File: src/rtl/mem_access_stage.sv
// Memory-access pipeline stage: passes ALU results to WB and runs a req/ack data-memory access.
// Optional watchdog abort of hung accesses is enabled by defining MEM_TIMEOUT_EN.
module mem_access_stage #(
    parameter int unsigned DATA_W  = 16,
    parameter int unsigned ADDR_W  = 8,
    parameter int unsigned IR_W    = 16,
    parameter int unsigned TIMEOUT = 64
) (
    input  logic              clock,
    input  logic              reset,
    input  logic              run,
    input  logic [IR_W-1:0]   mem_ir,
    input  logic              is_load,
    input  logic              is_store,
    input  logic [DATA_W-1:0] reg_C,
    input  logic [DATA_W-1:0] smdr1,
    input  logic [DATA_W-1:0] d_rdata,
    input  logic              d_ack,
    output logic [IR_W-1:0]   wb_ir,
    output logic [DATA_W-1:0] reg_C1,
    output logic [ADDR_W-1:0] d_addr,
    output logic [DATA_W-1:0] d_wdata,
    output logic              d_we,
    output logic              d_req,
    output logic              stall,
    output logic              err
);

    if (ADDR_W > DATA_W || TIMEOUT < 2) begin : g_param_check
        $error("mem_access_stage: needs ADDR_W <= DATA_W and TIMEOUT >= 2");
    end

    typedef enum logic [0:0] {StIdle, StWait} state_e;

    state_e            state_q, state_d;
    logic [IR_W-1:0]   wb_ir_q, wb_ir_d;
    logic [DATA_W-1:0] reg_c1_q, reg_c1_d;
    logic [ADDR_W-1:0] d_addr_q, d_addr_d;
    logic [DATA_W-1:0] d_wdata_q, d_wdata_d;
    logic              d_we_q, d_we_d;
    logic              d_req_q, d_req_d;
    logic              access;
    logic              abort;

    assign access = run & (is_load | is_store);

`ifdef MEM_TIMEOUT_EN
    localparam int unsigned WdW = $clog2(TIMEOUT);
    localparam logic [WdW-1:0] WdLast = WdW'(TIMEOUT - 1);

    logic [WdW-1:0] wd_q, wd_d;
    logic           err_q, err_d;

    // Abort takes priority over a coincident ack.
    assign abort = (state_q == StWait) && (wd_q == WdLast);
    assign err_d = err_q | abort;

    always_comb begin
        wd_d = wd_q;
        if (state_q == StWait) begin
            if (abort || d_ack) begin
                wd_d = '0;
            end else begin
                wd_d = wd_q + WdW'(1);
            end
        end
    end

    always_ff @(posedge clock or negedge reset) begin
        if (!reset) begin
            wd_q  <= '0;
            err_q <= 1'b0;
        end else begin
            wd_q  <= wd_d;
            err_q <= err_d;
        end
    end

    assign err = err_q;
`else
    assign abort = 1'b0;
    assign err   = 1'b0;
`endif

    always_comb begin
        state_d   = state_q;
        wb_ir_d   = wb_ir_q;
        reg_c1_d  = reg_c1_q;
        d_addr_d  = d_addr_q;
        d_wdata_d = d_wdata_q;
        d_we_d    = d_we_q;
        d_req_d   = d_req_q;
        case (state_q)
            StIdle: begin
                if (access) begin
                    state_d   = StWait;
                    d_req_d   = 1'b1;
                    d_addr_d  = reg_C[ADDR_W-1:0];
                    d_wdata_d = smdr1;
                    d_we_d    = is_store;
                    wb_ir_d   = '0;
                end else if (run) begin
                    wb_ir_d  = mem_ir;
                    reg_c1_d = reg_C;
                end
            end
            StWait: begin
                if (abort) begin
                    state_d = StIdle;
                    d_req_d = 1'b0;
                    d_we_d  = 1'b0;
                    wb_ir_d = '0;
                end else if (d_ack) begin
                    state_d  = StIdle;
                    wb_ir_d  = mem_ir;
                    // d_we_q still records whether the access in flight is a store.
                    reg_c1_d = d_we_q ? reg_C : d_rdata;
                    d_req_d  = 1'b0;
                    d_we_d   = 1'b0;
                end
            end
            default: state_d = StIdle;
        endcase
    end

    always_ff @(posedge clock or negedge reset) begin
        if (!reset) begin
            state_q   <= StIdle;
            wb_ir_q   <= '0;
            reg_c1_q  <= '0;
            d_addr_q  <= '0;
            d_wdata_q <= '0;
            d_we_q    <= 1'b0;
            d_req_q   <= 1'b0;
        end else begin
            state_q   <= state_d;
            wb_ir_q   <= wb_ir_d;
            reg_c1_q  <= reg_c1_d;
            d_addr_q  <= d_addr_d;
            d_wdata_q <= d_wdata_d;
            d_we_q    <= d_we_d;
            d_req_q   <= d_req_d;
        end
    end

    assign stall   = ((state_q == StIdle) && access) || ((state_q == StWait) && !d_ack && !abort);
    assign wb_ir   = wb_ir_q;
    assign reg_C1  = reg_c1_q;
    assign d_addr  = d_addr_q;
    assign d_wdata = d_wdata_q;
    assign d_we    = d_we_q;
    assign d_req   = d_req_q;

endmodule

File: config.mk
export PLATFORM = sky130hd
export DESIGN_NAME = mem_access_stage
export DESIGN_NICKNAME = d
export VERILOG_FILES = /design/src/rtl/mem_access_stage.sv
export SDC_FILE = /design/constraint.sdc
export NUM_CORES = 1
export LEC_CHECK = 0
export BUFFER_PORTS_ARGS = -buffer_cell sky130_fd_sc_hd__buf_2
export CAP_MARGIN = 40
export CORE_ASPECT_RATIO = 0.6
export CORE_MARGIN = 8
export CORE_UTILIZATION = 45
export DETAILED_ROUTE_END_ITERATION = 7
export GPL_TIMING_DRIVEN = 0
export HOLD_SLACK_MARGIN = 0.06
export PLACE_DENSITY = 0.91
export SLEW_MARGIN = 20
export SYNTH_ARGS = -nofsm -noshare
export SYNTH_HDL_FRONTEND = slang
export SYNTH_SLANG_ARGS = --single-unit
File: constraint.sdc
create_clock -name clock -period 1.88 [get_ports clock]
set_clock_uncertainty 0.15 [all_clocks]
set_input_delay 0.094 -clock clock [delete_from_list [all_inputs] [get_ports clock]]
set_output_delay 0.094 -clock clock [all_outputs]
set_load 0.02 [all_outputs]
==> results of run 1 <==
-- per-stage QoR --
step           setup slack, ns  hold slack (ns)  cells
3_3_place_gp            0.0224            0.163    353
6_report                0.0743            0.233    440
2_1_floorplan            0.162           -0.352    156
5_1_grt                -0.0141            0.274    440
3_5_place_dp           -0.0230           0.0575    353
4_1_cts                 0.0117            0.245    439
-- worst paths after layout --
check	startpoint	endpoint	slack, ns
min in group clock	is_load	d_req	0.25
min	reset	reg_C1[1]	0.23
max in group asynchronous	reset	state_q	0.81
max reg2reg	state_q	d_wdata[13]	0.12
min reg2reg	d_req	d_req	0.32
max	state_q	stall	0.07
-- cell type report --
cell class              instances  area, sq um  share of cell area, %
multi-input cells              86          945                   22.9
repair buffers                198         1340                   32.5
flip-flops and latches         59         1480                   35.8
clock inverters                 5         52.6                   1.27
clock buffers                  11          141                   3.42
plain buffers                  10         81.3                   1.97
well taps                      69         86.3                   2.09
inverters                       1         3.75                 0.0908
diodes                          1         2.50                 0.0606
-- kinds of logic after synthesis --
kind of cell | Yosys count | share of synthesized area [%]
mux | 56 | 28.5
buf+inv | 11 | 3.03
compound gates | 22 | 7.37
other cells | 1 | 0.151
simple gates | 7 | 1.36
flops | 59 | 59.6
-- cells in the final DEF, fill, tap and decap left out, types with 2 or more instances in the layout --
master,instances
dlygate4sd3_1,67
nor2b_4,2
mux2_2,36
buf_2,128
clkbuf_8,10
dfrtp_1,58
mux2_4,20
nand2_1,3
clkinv_2,3
a21o_1,2
buf_4,8
clkbuf_1,2
buf_6,3
a22o_1,17
-- what timing repair did --
item	4_1_cts	5_1_grt
gates resized for setup	4	7
hold buffers	67	0
endpoints found under the setup margin	19	11
hold endpoints to repair	118	0
setup buffers	3	0
-- worst register-to-register path, cell delays in order, from the launching register on --
cell	delay, ns
dfrtp_2	0.44
nor2b_4	0.15
nor2b_4	0.14
buf_4	0.12
buf_4	0.11
buf_4	0.18
mux2_2	0.35
-- where the power goes --
group	switching [mW]	internal (mW)	leakage (nW)
Combinational	0.875	0.799	1.28
Clock	0.490	0.642	0.0991
Sequential	0.183	1.59	0.709
-- sequential cells by signal, summed over array words and instances (netlist names) --
register,count
wb_ir,16
reg_C1,16
d_wdata,16
d_addr,8
state_q,1
d_we,1
d_req,1
-- per-layer routing --
layer  global-route usage, %  wire length, microns  up-vias
met5                       0                     0        -
met4                    6.17                    78        0
met3                    8.04                   571        9
met2                    37.9                  4370       81
met1                    21.1                  3110     1058
li1                        -                     -      987
==> run metrics, run 1 <==
status complete, no violations; chip width 112 microns; post-route cell area 0.00413 sq mm; largest net degree at the start of global routing 60; 1st-iter DRT viols 119; Rel. slew slack 50.2%; Post-Syn Instances 156; Filler cells 347; Post-Route WL 8130 microns; clock root buffer clkbuf_8; Slew @ Worst Pin 0.747 ns; Power, Total 4.58 mW; gr usage total 20.4%; Fmax 0.554 GHz; DPL Wire Length 5020 microns; Synth top cells by count dfrtp_1 (59), mux2_2 (36), mux2_4 (20); fin. max-slew vios 0; H-tree level count 3; Post-synth EDFFs 0; Clk pin slew, worst setup/hold paths 0.07 ns; worst-path cell chain nor2b_4 > nor2b_4 > buf_4 > buf_8 > a21o_1 > buf_6; static leakage 2.09 nW; post-layout util 76.0%; setup violators final 0; Initial Util 45.5%; Peak VDD IR 777 uV; Yosys cell types 18; Syn. warnings 0; CTS Buf Count 9; std cell rows 21; CP Capture Type primary output; CTS tree built; Nets 435; synth top area cells dfrtp_1 (60%), mux2_2 (16%), mux2_4 (12%), a22o_1 (6.0%), buf_4 (1.2%); Mapped Area 0.00248 sq mm; register area share after synthesis 59.6%; RSZ-0062 raised after global routing yes; Vias 2,135; Post-synth ARST share 100%; min-delay worst type in -> async; I/O pin cnt 130; Synth area leader dfrtp_1; first-pass GRT wire length 13,000 microns; Max Cap Violations 0; RePlAce Congestion 0.732; crit path max fanout 10; Crit. path cell count 6; total die area 0.00821 sq mm; crit path DAT 1.56 ns; Crit path max-delay family flip-flops; syn_nets 226; Die Y 73.5 microns; WP buf/inv 3; core area 0.00544 sq mm; slowest stage delay, CP 0.44 ns; Pre-Repair DR Iteration Count 4; worst path required time 1.64 ns; minimum clock period after layout 1.81 ns; wire length per cell 18.5 microns; final worst-path cycle share 96.0%; via/cell ratio 4.85; Yosys top cell area share 59.6%; Post-route DRC 0; layout cells sized above 1 58.1%; P per Cell Area 1110 mW/mm^2; Critical-path top delay cell dfrtp_2; vias in the first global route 2,480; initial antenna violation count 1; Antenna Nets Post-Route 0; total clock sinks 59; Synth Flop Type dfrtp_1; Setup TNS Final 0 ns; placed instance area 0.00321 sq mm; Port Buf Inserts 128; endpoints failing hold 0; cell depth of the worst flop-to-flop path 6; Clock Tree Buf Depth 2; most numerous cell on the critical path nor2b_4; Area Growth Syn to Fin 66.8%; CP Launch Type register; Worst Setup Path Type reg -> out; grt ovf 0; count leader, synth dfrtp_1; syn_area_per_cell 15.9 sq um; Skew-Pair Late Insertion Delay 0.32 ns; Seq cells post-synth 59
(Power assumes the default switching activity.)
==> inputs of run 2 (changes only) <==
Settings changed: CORE_ASPECT_RATIO 0.6 to unset, PLACE_DENSITY 0.91 to 0.89.
==> run 2 against run 1 <==
Effect of this change: die area shrank 0.96%; first-iteration DRC count shrank 65%; critical path type unchanged; largest power group unchanged; final cell count is the same; register-to-register slack lost 0.03 ns; via count grew 0.89%; count of clock-buffer cells in the layout shrank 1; clock power shrank 15%.
==> run metrics, run 2 (synthesized netlist as in run 1, its figures left out) <==
initial antenna violation count 0 (was 1); I/O pin cnt 130 (unchanged); P per Cell Area 1070 mW/mm^2 (was 1110 mW/mm^2); Nets 434 (was 435); first-pass GRT wire length 13,000 microns (about the same); CTS Buf Count 9 (unchanged); most common cell after layout, fill and taps aside buf_2 (unchanged); minimum clock period after layout 1.82 ns (was 1.81 ns); Antenna Nets Post-Route 0 (unchanged); 1st-iter DRT viols 42 (was 119); worst path required time 1.64 ns (about the same); Setup TNS Final 0 ns (unchanged); Skew-Pair Late Insertion Delay 0.33 ns (was 0.32 ns); Vias 2,154 (was 2,135); Pre-Repair DR Iteration Count 4 (unchanged); endpoints failing hold 0 (unchanged); Die Y 90.2 microns (was 73.5 microns); M3 GR Usage 6.15% (was 8.04%); Post-route DRC 0 (unchanged); largest net degree at the start of global routing 60 (unchanged); total die area 0.00814 sq mm (was 0.00821 sq mm); Post-Layout Cell Count 440 (unchanged); GRT busiest layer met2 (unchanged); Filler cells 366 (was 347); ant diodes 0 (was 1); Post-Route WL 7940 microns (was 8130 microns); Area Growth Syn to Fin 65.4% (was 66.8%); clock root buffer clkbuf_8 (unchanged); GR met1 Demand/Resource 21.6% (was 21.1%); Peak VDD IR 678 uV (was 777 uV); crit path DAT 1.58 ns (was 1.56 ns); min-delay worst type in -> async (unchanged); static leakage 2.07 nW (was 2.09 nW); fin. max-slew vios 0 (unchanged); vias in the first global route 2,575 (was 2,480); H-tree level count 3 (unchanged); Fmax 0.549 GHz (was 0.554 GHz); DPL Wire Length 5020 microns (about the same); gr usage total 20.1% (was 20.4%); GR Util met2 35.2% (was 37.9%); CTS tree built (unchanged); crit path max fanout 10 (unchanged); Worst Setup Path Type reg -> out (unchanged); layout cells sized above 1 58.2% (was 58.1%); Port Buf Inserts 128 (unchanged); std cell rows 27 (was 21); Slew @ Worst Pin 0.711 ns (was 0.747 ns); Rel. slew slack 52.6% (was 50.2%); status complete, no violations (unchanged); via/cell ratio 4.90 (was 4.85); Clock Tree Buf Depth 2 (unchanged); wire length per cell 18.1 microns (was 18.5 microns); setup violators final 0 (unchanged); final worst-path cycle share 96.9% (was 96.0%); RePlAce Congestion 0.710 (was 0.732); chip width 90.2 microns (was 112 microns); Max Cap Violations 0 (unchanged); most frequent cells in the layout buf_2 (128), dlygate4sd3_1 (67), dfrtp_1 (58) (unchanged); Initial Util 45.8% (was 45.5%); CP Capture Type primary output (unchanged); Clk pin slew, worst setup/hold paths 0.06 ns (was 0.07 ns); post-placement cell count 356 (was 353); total clock sinks 59 (unchanged); grt ovf 0 (unchanged); CP Launch Type register (unchanged); core area 0.00541 sq mm (was 0.00544 sq mm)
[run 2: cell types whose count changed in the layout (fill, tap and decap cells not counted), sizes merged]
cell | previous run | this run
clkbuf | 12 | 11
bufinv | 1 | 0
diode | 1 | 0
clkinvlp | 1 | 2
buf | 140 | 139
[run 2: final cells by class]
| cell class | instances | area (sq um) | share of cell area, % |
|---|---|---|---|
| Sequential cell | 59 | 1480 | 36.1 |
| Clock buffer | 10 | 138 | 3.36 |
| Clock inverter | 5 | 30.0 | 0.733 |
| Multi-Input combinational cell | 86 | 940 | 22.9 |
| Tap cell | 72 | 90.1 | 2.20 |
| Inverter | 1 | 3.75 | 0.0916 |
| Buffer | 9 | 78.8 | 1.92 |
| Timing Repair Buffer | 198 | 1340 | 32.7 |
[run 2: path summary, 6_finish.rpt]
| path | from | to | slack (ns) | cells past startpoint |
|---|---|---|---|---|
| max | state_q | stall | 0.06 | 6 |
| min | reset | reg_C1[8] | 0.23 | 2 |
| max reg2reg | state_q | reg_C1[0] | 0.09 | 5 |
| min reg2reg | d_req | d_req | 0.33 | 1 |
| max in group asynchronous | reset | state_q | 0.84 | 2 |
| min in group clock | run | wb_ir[15] | 0.26 | 4 |
[run 2: repair_timing]
item	4_1_cts	5_1_grt
hold endpoints to repair	118	0
hold buffers	67	0
setup buffers	3	0
pin swaps	0	0
gates resized for setup	5	6
setup endpoints to repair	23	15
[run 2: worst max-delay path, stage by stage (launching register included)]
cell	delay (ns)
dfrtp_2	0.43
nor2b_4	0.14
nor2b_2	0.18
buf_6	0.13
buf_12	0.13
a21o_1	0.10
buf_4	0.14
[run 2: per-layer routing]
| metal | share of wire [%] | vias up | routed length (microns) |
|---|---|---|---|
| met3 | 6.5 | 17 | 518 |
| met5 | 0 | - | 0 |
| li1 | - | 978 | - |
| met2 | 53 | 88 | 4170 |
| met1 | 38 | 1071 | 3060 |
| met4 | 2.4 | 0 | 194 |
[run 2: report_power, final]
part | leakage [nW] | internal, mW | switching [mW]
sequential | 0.709 | 1.60 | 0.178
clock | 0.0839 | 0.498 | 0.467
combinational | 1.28 | 0.792 | 0.871
[run 2: through the flow]
stage / utilization [%] / setup WS [ns] / instance area [sq um] / hold WS, ns / power, mW
after floorplan: - / 0.162 / 2480 / -0.352 / 2.74
after global placement: 59.4 / 0.00785 / 3210 / 0.162 / 3.25
after detailed placement: 59.4 / -0.0768 / 3210 / 0.0499 / 3.31
after CTS: 75.6 / 0.000448 / 4090 / 0.240 / 4.43
after global routing: 75.8 / -0.0245 / 4100 / 0.275 / 4.63
final: 75.8 / 0.0589 / 4100 / 0.233 / 4.40
==> inputs of run 3 (changes only) <==
Settings changed: CAP_MARGIN 40 to unset, PLACE_DENSITY 0.89 to 0.88.
==> run 3 against run 2 <==
Effect of this change: clock power rose by 16%; setup slack improved by 0.0028 ns; utilization rose by 0.76 points; critical path type is now reg -> reg; count of clock-buffer cells in the layout rose by 1; highest routed layer unchanged; design area rose by 1.0%; via count fell by 1.6%; maximum frequency rose by 0.15%; final cell count rose by 1.1%.
==> run metrics, run 3 (synthesized netlist as in run 1, its figures left out) <==
clock network fraction of total power 24.5% (was 21.9%); H-tree level count 3 (unchanged); minimum clock period after layout 1.82 ns (about the same); CTS tree built (unchanged); routed wl met3 523 microns (was 518 microns); slowest stage delay, CP 0.43 ns (about the same); final worst-path cycle share 96.7% (was 96.9%); Int Pwr 3.04 mW (was 2.89 mW); Combinational Power Share 36.7% (was 37.8%); Setup TNS Final 0 ns (unchanged); Skew-Pair Late Insertion Delay 0.31 ns (was 0.33 ns); Nets 436 (was 434); I/O pin cnt 130 (unchanged); worst-path cell chain buf_4 > nand2b_1 > buf_6 > buf_6 > mux2_4 > mux2_4 (was nor2b_4 > nor2b_2 > buf_6 > buf_12 > a21o_1 > buf_4); crit path DAT 1.87 ns (was 1.58 ns); Critical-path top delay cell dfrtp_2 (unchanged); total die area 0.00814 sq mm (unchanged); Post-route DRC 0 (unchanged); Worst Setup Path Type reg -> reg (was reg -> out); total clock sinks 59 (unchanged); Post-Layout Cell Count 445 (was 440); Peak VDD IR 586 uV (was 678 uV); Fmax 0.550 GHz (was 0.549 GHz); Rel. slew slack 50.5% (was 52.6%); P per Cell Area 1100 mW/mm^2 (was 1070 mW/mm^2); gr usage total 19.5% (was 20.1%); WL met2 4130 microns (was 4170 microns); initial antenna violation count 2 (was 0); storage element area 0.00148 sq mm (unchanged); status complete, no violations (unchanged); std cell rows 27 (unchanged); vias in the first global route 2,462 (was 2,575); Sw Ratio 33.3% (was 34.4%); post-route cell area 0.00414 sq mm (was 0.00410 sq mm); Port Buf Inserts 128 (unchanged); Pre-Repair DR Iteration Count 4 (unchanged); Area Growth Syn to Fin 67.0% (was 65.4%); most common cell after layout, fill and taps aside buf_2 (unchanged); wire length per cell 17.6 microns (was 18.1 microns); worst path required time 1.93 ns (was 1.64 ns); most frequent cells in the layout buf_2 (128), dlygate4sd3_1 (67), dfrtp_1 (58) (unchanged); min-delay worst type in -> async (unchanged); crit path max fanout 10 (unchanged); Reg power frac 38.8% (was 40.3%); static leakage 2.09 nW (was 2.07 nW); Post-Route WL 7840 microns (was 7940 microns); area of the multi-input gates 936 sq um (was 940 sq um); Initial Util 45.8% (unchanged); core area 0.00541 sq mm (unchanged); first-pass GRT wire length 12,600 microns (was 13,000 microns); Antenna Nets Post-Route 0 (unchanged); Metal-1 WL 3030 microns (was 3060 microns); Die Y 90.2 microns (unchanged); placed instance area 0.00321 sq mm (unchanged); largest net degree at the start of global routing 60 (unchanged); post-placement cell count 356 (unchanged); fin. max-slew vios 0 (unchanged); top layer in use met4 (unchanged); final worst setup slack 0.0617 ns (was 0.0589 ns); Clock Tree Buf Depth 2 (unchanged); NetSw 1.52 mW (about the same); CP Launch Type register (unchanged); RePlAce Congestion 0.727 (was 0.710); CTS Buf Count 9 (unchanged); Clk pin slew, worst setup/hold paths 0.06 ns (about the same); via/cell ratio 4.76 (was 4.90); grt ovf 0 (unchanged); R2R Setup Slk 0.06 ns (was 0.09 ns); chip width 90.2 microns (unchanged); setup violators final 0 (unchanged); CP Capture Type register (was primary output); Place WS -0.0238 ns (was -0.0768 ns); Slew @ Worst Pin 0.743 ns (was 0.711 ns); 1st-iter DRT viols 48 (was 42); layout cells sized above 1 58.0% (was 58.2%); Vias 2,119 (was 2,154); endpoints failing hold 0 (unchanged); Filler cells 350 (was 366); DPL Wire Length 4910 microns (was 5020 microns); clock root buffer clkbuf_8 (unchanged); Max Cap Violations 0 (unchanged)
-- run 3: changes by cell type in the layout (fill, tap and decap cells not counted) --
cell and change:
buf_4 +1, a21oi_2 -1, a21oi_1 +1, clkbuf_1 +1, clkinvlp_4 -1, buf_6 +1, diode_2 +2, buf_12 -1
bufinv_16 +1, buf_8 +1
-- run 3: path summary, 6_finish.rpt --
check,startpoint,end,cells after the start
max,state_q,reg_C1[12],6
min,reset,reg_C1[8],2
max reg2reg,state_q,reg_C1[12],6
min reg2reg,d_req,d_req,1
max in group asynchronous,reset,state_q,2
min in group clock,is_load,d_req,6
-- run 3: worst max-delay path: cells and delay by family (launching register included) --
| family | cells | cell delay (ns) |
|---|---|---|
| buffers and inverters | 3 | 0.46 |
| DFF | 1 | 0.43 |
| muxes | 2 | 0.57 |
| and+or+nand+nor | 1 | 0.08 |
-- run 3: timing repair --
| item | in CTS | in global routing |
|---|---|---|
| setup endpoints to repair | 14 | 1 |
| hold buffers | 67 | 0 |
| setup buffers | 4 | 0 |
| endpoints found under the hold margin | 118 | 0 |
| resized for setup | 6 | 3 |
-- run 3: power groups by stage --
stage	Clock, mW	Combinational [mW]	Sequential [mW]
2_1_floorplan	0	0.554	2.18
3_3_place_gp	0	1.50	1.76
3_5_place_dp	0	1.53	1.78
4_1_cts	1.15	1.67	1.76
5_1_grt	1.19	1.77	1.81
6_report	1.12	1.67	1.77
-- run 3: layout make-up --
class	instances	area share, %
antenna	2	0.121
buffer	10	2.06
clock buffer	11	3.42
clock inverter	5	1.27
inverter	1	0.0907
multi-input combinational	86	22.6
sequential	59	35.7
tap	72	2.18
timing repair buffer	199	32.5
-- run 3: stage by stage --
| step | hold WS, ns | power, mW | util [%] |
|---|---|---|---|
| 2_1_floorplan | -0.352 | 2.74 | - |
| 3_3_place_gp | 0.161 | 3.26 | 59.4 |
| 3_5_place_dp | 0.0570 | 3.31 | 59.4 |
| 4_1_cts | 0.258 | 4.58 | 76.3 |
| 5_1_grt | 0.281 | 4.77 | 76.6 |
| 6_report | 0.229 | 4.55 | 76.6 |
-- run 3: layer usage --
layer  GRT usage, %  vias to the layer above
li1               -                      988
met1           20.0                     1034
met2           34.9                       84
met3           6.57                       13
met4           8.88                        0
met5              0                        -
